## src/rtl/pcimid_pkg.sv

```systemverilog
// pcimid_pkg: shared types and constants for the PC/IMEM/ID fetch path.
package pcimid_pkg;

    localparam int DEF_PC_W    = 8;
    localparam int DEF_INSTR_W = 32;
    localparam int LAT_W       = 2;

    localparam logic [DEF_INSTR_W-1:0] HALT_INSTR = '1;

    typedef enum logic [2:0] {
        ST_IDLE,
        ST_ISSUE,
        ST_WAIT,
        ST_HOLD,
        ST_HALTED
    } fetch_state_e;

    typedef enum logic [1:0] {
        PC_HOLD,
        PC_INC,
        PC_BR
    } pc_sel_e;

endpackage

```

## src/rtl/pc_next_unit.sv

```systemverilog
// pc_next_unit: next-PC select (hold / +1 / branch target) and the PC register.
module pc_next_unit
    import pcimid_pkg::*;
#(
    parameter int PC_W     = DEF_PC_W,
    parameter int RESET_PC = 0
) (
    input  logic            clk,
    input  logic            rst,
    input  pc_sel_e         pc_sel,
    input  logic [PC_W-1:0] br_target,
    output logic [PC_W-1:0] pc_q
);

    logic [PC_W-1:0] pc_d;

    always_comb begin
        pc_d = (pc_sel == PC_BR)  ? br_target :
               (pc_sel == PC_INC) ? pc_q + PC_W'(1) : pc_q;
    end

    always_ff @(posedge clk or posedge rst) begin
        if (rst) pc_q <= PC_W'(RESET_PC);
        else     pc_q <= pc_d;
    end

endmodule

```

## src/rtl/pc_fetch_ctrl.sv

```systemverilog
// pc_fetch_ctrl: non-pipelined fetch sequencer; one IMEM read in flight, valid/ready to decode.
// Define PC_FETCH_HALT_EN to stop in HALTED when an all-ones word is fetched.
module pc_fetch_ctrl
    import pcimid_pkg::*;
#(
    parameter int PC_W     = DEF_PC_W,
    parameter int INSTR_W  = DEF_INSTR_W,
    parameter int IMEM_LAT = 1,
    parameter int RESET_PC = 0
) (
    input  logic               clk,
    input  logic               rst,
    input  logic               start,
    input  logic               stop,
    output logic [PC_W-1:0]    pc_out,
    output logic               imem_rd_en,
    input  logic [INSTR_W-1:0] imem_rdata,
    output logic               instr_valid,
    input  logic               instr_ready,
    output logic [INSTR_W-1:0] instr_out,
    output logic [PC_W-1:0]    instr_pc,
    input  logic               br_valid,
    input  logic [PC_W-1:0]    br_target,
    output logic               busy,
    output logic               halted
);

    fetch_state_e       state_q, state_d;
    logic [LAT_W-1:0]   lat_cnt_q, lat_cnt_d;
    logic               stop_pend_q, stop_pend_d;
    logic [INSTR_W-1:0] instr_q, instr_d;
    logic [PC_W-1:0]    ipc_q, ipc_d;
    logic [PC_W-1:0]    pc_q;
    pc_sel_e            pc_sel;
    logic               stop_now;
    logic               is_halt;

    pc_next_unit #(.PC_W(PC_W), .RESET_PC(RESET_PC)) u_pc (
        .clk       (clk),
        .rst       (rst),
        .pc_sel    (pc_sel),
        .br_target (br_target),
        .pc_q      (pc_q)
    );

    assign stop_now = stop_pend_q | stop;
`ifdef PC_FETCH_HALT_EN
    assign is_halt = &imem_rdata;
`else
    assign is_halt = 1'b0;
`endif

    always_comb begin
        state_d     = state_q;
        lat_cnt_d   = lat_cnt_q;
        instr_d     = instr_q;
        ipc_d       = ipc_q;
        pc_sel      = PC_HOLD;
        stop_pend_d = (state_q != ST_IDLE) && stop_now;
        case (state_q)
            ST_IDLE: if (start) state_d = ST_ISSUE;
            ST_ISSUE: begin
                if (br_valid) begin
                    pc_sel  = PC_BR;
                    state_d = stop_now ? ST_IDLE : ST_ISSUE;
                end else begin
                    lat_cnt_d = LAT_W'(IMEM_LAT - 1);
                    state_d   = ST_WAIT;
                end
            end
            ST_WAIT: begin
                if (br_valid) begin
                    pc_sel  = PC_BR;
                    state_d = stop_now ? ST_IDLE : ST_ISSUE;
                end else if (lat_cnt_q != '0) begin
                    lat_cnt_d = lat_cnt_q - LAT_W'(1);
                end else begin
                    instr_d = imem_rdata;
                    ipc_d   = pc_q;
                    state_d = is_halt ? ST_HALTED : ST_HOLD;
                end
            end
            ST_HOLD: begin
                // A redirect wins over PC+1 whether or not the word is accepted
                if (br_valid || instr_ready) begin
                    pc_sel  = br_valid ? PC_BR : PC_INC;
                    state_d = stop_now ? ST_IDLE : ST_ISSUE;
                end
            end
            ST_HALTED: state_d = ST_HALTED;
            default:   state_d = ST_IDLE;
        endcase
        if (state_d == ST_IDLE) stop_pend_d = 1'b0;
    end

    always_ff @(posedge clk or posedge rst) begin
        if (rst) begin
            state_q     <= ST_IDLE;
            lat_cnt_q   <= '0;
            stop_pend_q <= 1'b0;
            instr_q     <= '0;
            ipc_q       <= '0;
        end else begin
            state_q     <= state_d;
            lat_cnt_q   <= lat_cnt_d;
            stop_pend_q <= stop_pend_d;
            instr_q     <= instr_d;
            ipc_q       <= ipc_d;
        end
    end

    assign pc_out      = pc_q;
    assign imem_rd_en  = (state_q == ST_ISSUE);
    assign instr_valid = (state_q == ST_HOLD);
    assign instr_out   = instr_q;
    assign instr_pc    = ipc_q;
    assign busy        = (state_q != ST_IDLE);
    assign halted      = (state_q == ST_HALTED);

endmodule

```

## config.mk

```make
export PLATFORM = sky130hd
export DESIGN_NAME = pc_fetch_ctrl
export DESIGN_NICKNAME = d
export VERILOG_FILES = /design/src/rtl/pcimid_pkg.sv /design/src/rtl/pc_next_unit.sv /design/src/rtl/pc_fetch_ctrl.sv
export SDC_FILE = /design/constraint.sdc
export NUM_CORES = 1
export LEC_CHECK = 0
export ABC_AREA = 0
export CORE_MARGIN = 3
export CORE_UTILIZATION = 30
export CTS_CLUSTER_SIZE = 24
export DETAILED_ROUTE_END_ITERATION = 8
export PLACE_DENSITY = 0.61
export SLEW_MARGIN = 20
export SYNTH_ARGS = -nofsm -noshare
export SYNTH_HDL_FRONTEND = slang
export SYNTH_SLANG_ARGS = --single-unit
```

## constraint.sdc

```tcl
create_clock -name clk -period 3.2 [get_ports clk]
set_input_delay 0.32 -clock clk [delete_from_list [all_inputs] [get_ports clk]]
set_output_delay 0.32 -clock clk [all_outputs]
set_load 0.01 [all_outputs]
```

==> flow_summary.toml <==
[timing]
setup_viol = 0
layout_min_cycle_time_ps = 2190
fin_crit_sh_pct = 68.3
fin_worst_skew_ps = 12.1
rsz0062_at_grt = "no"
worst_pin_slew_ps = 659
fin_setup_tns_ps = 0
hold_violations = 0
fmax_mhz = 458
slew_headroom_pct = 56.1
finalMaxSlewViolations = 0

[clock_network]
clockRootBuffer = "clkbuf_8"
post_cts_buffers = 0
cts_inserted_buffers = 5
cts_tree = "yes"
cts_sinks = 54
path_clk_slew_ps = 110
cts_resized = 0
clockBufferDepth = 2
clock_latency_ps = 310
hold_buffers = 0
h-tree-depth = 2

[route]
vias_per_cell = 4.71
routedWlPerCell_um = 14.0
vias = 1813
drcViolationCount = 0
wirelength_mm = 5.37
drtAntennaViolNets = 0
firstDrtPassIters = 4
drt-initial-drc-count = 66

[power_and_ir_drop]
p_switching_uw = 989
peakVddDrop_mv = 0.385
power_frac_comb_pct = 47.3
switching_share_pct = 32.6
p_leak_nw = 1.44
p_int_mw = 2.04
power_frac_clock_pct = 12.6
p_per_area_nw_per_um2 = 858
p_seq_share_pct = 40.1

[setup_path]
critPathCapture = "u_pc.pc_q[6]$_DFFE_PP0P_"
worstSetupPathType = "flip-flop to flip-flop"
crit_required_ps = 3440
crit_start = "state_q[2]$_DFF_PP0_"
crit_path_start_kind = "flip-flop"
endpoint_kind = "flip-flop"
r2r_end = "u_pc.pc_q[6]$_DFFE_PP0P_"
reg2reg_from = "state_q[2]$_DFF_PP0_"
reg2reg_depth = 6
path_max_fanout = 21
cp.arrival_ps = 2420
ff2ff_setup_slack_ps = 1010

[global_route]
grt_usage_pct = 12.3
grt_pass1_wl_mm = 8.76
grt_antenna_before_repair = 0
overflow = 0
grt_max_degree = 29
grt_pass1_vias = 1835

[cells_and_area]
nets = 334
drive_above_1_share_pct = 21.0
final_cells = 385
syn2layout_area_growth_pct = 48.4
diodes = 0

[logic_synthesis]
synth_edf_count = 0
synth_ff_type = "dfrtp_1"
syn_nets = 238
async_reset_ff_share_pct = 100
synth_common_cells = "54 x dfrtp_1, 37 x mux2_2, 17 x o21ai_0"
synth.avg_cell_area_um2 = 12.6
synth.area.top_cells = "dfrtp_1 57%, mux2_2 17%, o21ai_0 3.6%, mux2_1 1.9%, ha_1 1.6%"
synth_top_area_share_pct = 56.7
synth_area_um2 = 2380
ys_seq_elements = 54
yosysMostFrequentCell = "dfrtp_1"
synth.distinct_cells = 39
syn_inst = 189
ys_seq_area_share_pct = 56.7
yosysTopAreaCell = "dfrtp_1"
yosys_warnings = 0

[floorplanning]
coreArea_um2 = 7490
ios = 98
die_height_um = 95.1
start_util_pct = 31.8
die-area_um2 = 9050
die_x_um = 95.1
num_rows = 31

[placement]
dp_cells = 377
place_congestion = 0.748
io_buffers = 97
post-dp-hpwl_mm = 3.96

[run]
drv_cap = 0

[worst_hold_path]
holdCritPathClass = "input pin to asynchronous set/reset pin"

[outcome]
status = "completed"
-- routing by layer --
metal | vias up | track usage, % | wire, µm | share of wire [%]
li1 | 867 | - | - | -
met1 | 873 | 15.8 | 2340 | 44
met2 | 68 | 20.2 | 2610 | 49
met3 | 5 | 3.63 | 390 | 7.3
met4 | 0 | 3.25 | 36 | 0.67
met5 | - | 0 | 0 | 0
-- worst min path at each step --
stage / cells after the start / slack (ps) / startpoint / end
after floorplan: 1 / 450 / imem_rdata[1] / instr_out[1]$_DFFE_PP0P_
after global placement: 1 / 470 / instr_out[4]$_DFFE_PP0P_ / instr_out[4]$_DFFE_PP0P_
after detailed placement: 1 / 480 / instr_out[4]$_DFFE_PP0P_ / instr_out[4]$_DFFE_PP0P_
after CTS: 2 / 170 / rst / instr_out[31]$_DFFE_PP0P_
after global routing: 2 / 180 / rst / instr_out[31]$_DFFE_PP0P_
final: 2 / 180 / rst / instr_out[31]$_DFFE_PP0P_
-- cell type report --
class,count,area [µm²]
Timing Repair Buffer,101,1000
Inverter,3,11.3
Fill cell,702,3950
Sequential cell,54,1350
Clock inverter,3,21.3
Tap cell,99,124
Multi-Input combinational cell,120,958
Clock buffer,5,68.8
-- power groups by stage --
stage,Clock [mW],Sequential (mW),Combinational [mW]
after floorplan,0,1.32,0.550
after global placement,0,1.22,1.44
after detailed placement,0,1.23,1.45
after CTS,0.407,1.22,1.46
after global routing,0.431,1.27,1.56
final,0.381,1.22,1.44
-- worst max-delay path, stage by stage, from the launching register on --
cell,delay [ps]
dfrtp_1,510
or2_4,310
or2_2,290
ha_1,430
nor4_1,350
a21oi_1,60
o21ai_0,150
-- registers in the layout (all words and copies together), names as in the netlist --
register	flops
instr_pc	8
u_pc.pc_q	8
instr_out	32
stop_pend_q	1
state_q	3
lat_cnt_q	2
-- metrics by stage --
| step | cell area [µm²] | utilization (%) | power [mW] | setup slack [ps] | hold slack, ps |
|---|---|---|---|---|---|
| floorplan | 2380 | - | 1.87 | 1270 | 452 |
| CTS | 3540 | 47.2 | 3.09 | 981 | 165 |
| global route | 3540 | 47.2 | 3.26 | 851 | 181 |
| detailed placement | 3450 | 46.0 | 2.69 | 715 | 484 |
| finish | 3540 | 47.2 | 3.03 | 1010 | 182 |
| global placement | 3450 | 46.0 | 2.67 | 719 | 474 |
-- cell usage in the layout, fill, tap and decap left out, drive strengths merged, types with 3 or more instances in the layout --
cell / Yosys / routed
dfrtp: 54 / 54
inv: 3 / 3
buf: 8 / 4
nand2: 9 / 9
o21ai: 19 / 19
a21oi: 3 / 3
clkdlybuf4s50: 0 / 97
nand3: 4 / 4
nor2: 8 / 8
mux2: 41 / 41
a31oi: 4 / 4
ha: 3 / 3
clkbuf: 4 / 5
nor3b: 3 / 3
and2: 3 / 3
-- cell families after synthesis --
group | count (synthesis) | synth area share [%]
multiplexers | 42 | 19.8
AND/OR/NAND/NOR | 40 | 9.66
flip-flops | 54 | 56.7
buffers and inverters | 15 | 3.05
AO/OA/AOI/OAI | 35 | 9.19
adder cells (fa/ha/maj) | 3 | 1.58
Power figures use the tool's default switching activity.
==> variant (same settings) <==
Reset style: synchronous (`rst`), changed in 2 clocked blocks.
--- a/src/rtl/pc_next_unit.sv
+++ b/src/rtl/pc_next_unit.sv
@@ -20,5 +20,5 @@
     end
 
-    always_ff @(posedge clk or posedge rst) begin
+    always_ff @(posedge clk) begin
         if (rst) pc_q <= PC_W'(RESET_PC);
         else     pc_q <= pc_d;
--- a/src/rtl/pc_fetch_ctrl.sv
+++ b/src/rtl/pc_fetch_ctrl.sv
@@ -94,5 +94,5 @@
     end
 
-    always_ff @(posedge clk or posedge rst) begin
+    always_ff @(posedge clk) begin
         if (rst) begin
             state_q     <= ST_IDLE;
Function: differs if rst is asserted again (counterexample within 4 cycles, from zero or initial values and one cycle with rst high); with rst held inactive, the same outputs for 10 cycles.
==> variant against the unedited design <==
Routed wire length increased by 17%; first-iteration DRC count increased by 29%; critical path depth increased by 1; non-clock buffer count increased by 1; final area decreased by 5.1%; sequential cell count unchanged; worst setup slack got worse by 0.092 ns; synthesized area decreased by 7.9%; final cell count increased by 22%.
Power is not compared: it rests on default switching activity, and its combinational part moved more than twofold at a synthesized area within 25%.
==> variant: results (changes against the unedited design) <==
INFO  metric dp.final_hpwl = 4460 um (+13%)
INFO  metric initialDrtViolationCount = 85 (+29%)
INFO  metric post_route_clock_period_utilization = 71.2% (+2.9 points)
INFO  metric timing.critical_path.arrival = 2.48 ns (+0.06 ns)
INFO  metric synth_top_cells_by_area = sky130_fd_sc_hd__dfxtp_1, sky130_fd_sc_hd__nand2_1, sky130_fd_sc_hd__a21oi_1
INFO  metric critical_path.endpoint = u_pc.pc_q[7]
INFO  metric p_leak = 0.00110 uW
INFO  metric reg2regPathDepth = 7 (+1)
INFO  metric synth_nets = 333 (+40%)
INFO  metric pre_cts_slack = 0.689 ns (-0.0260 ns)
INFO  metric grt_max_degree = 34 (+17%)
INFO  metric critical_path.max_stage_delay = 0.57 ns (+0.06 ns)
INFO  metric number_of_global_route_vias_before_repair = 2140 (+17%)
INFO  metric synthArstFlopShare = 0% (-100 points)
INFO  metric synthTopCellsByCount = sky130_fd_sc_hd__nand2_1, sky130_fd_sc_hd__dfxtp_1, sky130_fd_sc_hd__a21oi_1
INFO  metric critPathMaxFanout = 19 (-9.5%)
INFO  metric routed_via_density = 4.76 (+1.1%)
INFO  metric ys_types = 32 (-18%)
INFO  metric slew_headroom = 58.9% (+2.8 points)
INFO  metric outcome = finished clean
INFO  metric finClkSkew = 0.0107 ns (-0.00147 ns)
INFO  metric synth_seq_area_share = 49.3% (-7.4 points)
INFO  metric root_buffer = sky130_fd_sc_hd__clkbuf_8
INFO  metric reg2reg_from = state_q[2]
INFO  metric worst_hold_path_type = reg2reg
INFO  metric ctsResizeCount = 0 (unchanged)
INFO  metric grt_pass1_wl = 10400 um (+19%)
INFO  metric grt.total_usage = 15.2% (+2.9 points)
INFO  metric post_route_cells_drive_above_1_share = 3.73% (-17 points)
INFO  metric critical_path.slowest_cell = sky130_fd_sc_hd__dfxtp_1
INFO  metric nNetsFinal = 423 (+27%)
INFO  metric finalWeightedCongestion = 0.772 (+3.2%)
INFO  metric drt-wirelength-per-cell = 13.4 um (-4.1%)
INFO  metric cap_violations = 0 (unchanged)
INFO  metric worst_case_register_to_register_setup_slack = 0.92 ns (-0.09 ns)
-- variant: cell types whose count changed after synthesis, moves of 9 or more --
cell / delta
sky130_fd_sc_hd__a21oi_1: +45
sky130_fd_sc_hd__dfrtp_1: -54
sky130_fd_sc_hd__clkbuf_1: +15
sky130_fd_sc_hd__dfxtp_1: +54
sky130_fd_sc_hd__nor2_1: +9
sky130_fd_sc_hd__o21ai_0: -12
sky130_fd_sc_hd__mux2_2: -37
sky130_fd_sc_hd__nand2_1: +79
-- variant: logic make-up (layout without fill, tap and decap cells) --
family	count (synthesis)	in the layout	synth area share [%]
AOI/OAI and AO/OA	69	69	17.6
adders and majority gates	3	3	1.71
buffers and inverters	22	113	3.77
DFF	54	54	49.3
muxes	2	2	0.913
and+or+nand+nor	134	134	26.7
-- variant: power breakdown --
part / switching (uW) / internal [uW] / total (uW)
clock: 219 / 235 / 454
sequential: 12.3 / 683 / 695
combinational: 65.0 / 91.0 / 156
-- variant: layout make-up --
type	count	area (sq um)
multi-input cells	208	1030
clock buffers	7	76.3
fillers	708	3590
clock inverters	1	30.0
flip-flops and latches	54	1080
well taps	96	120
repair buffers	102	1000
inverters	3	11.3
-- variant: metrics by stage --
step,power (uW),area (sq um),cells,util [%],hold slack (ns)
floorplan,772,2190,284,-,0.432
global placement,866,3250,463,46.8,0.442
detailed placement,867,3250,463,46.8,0.446
CTS,1320,3360,471,48.3,0.459
global route,1370,3360,471,48.3,0.482
finish,1300,3360,471,48.3,0.456
-- variant: metal layers --
layer	GRT usage (%)	vias to the layer above	wire length, um
met2	24.5	74	2880
met3	3.73	8	445
met1	19.3	1029	2880
met4	5.90	0	99
met5	0	-	0
li1	-	1131	-
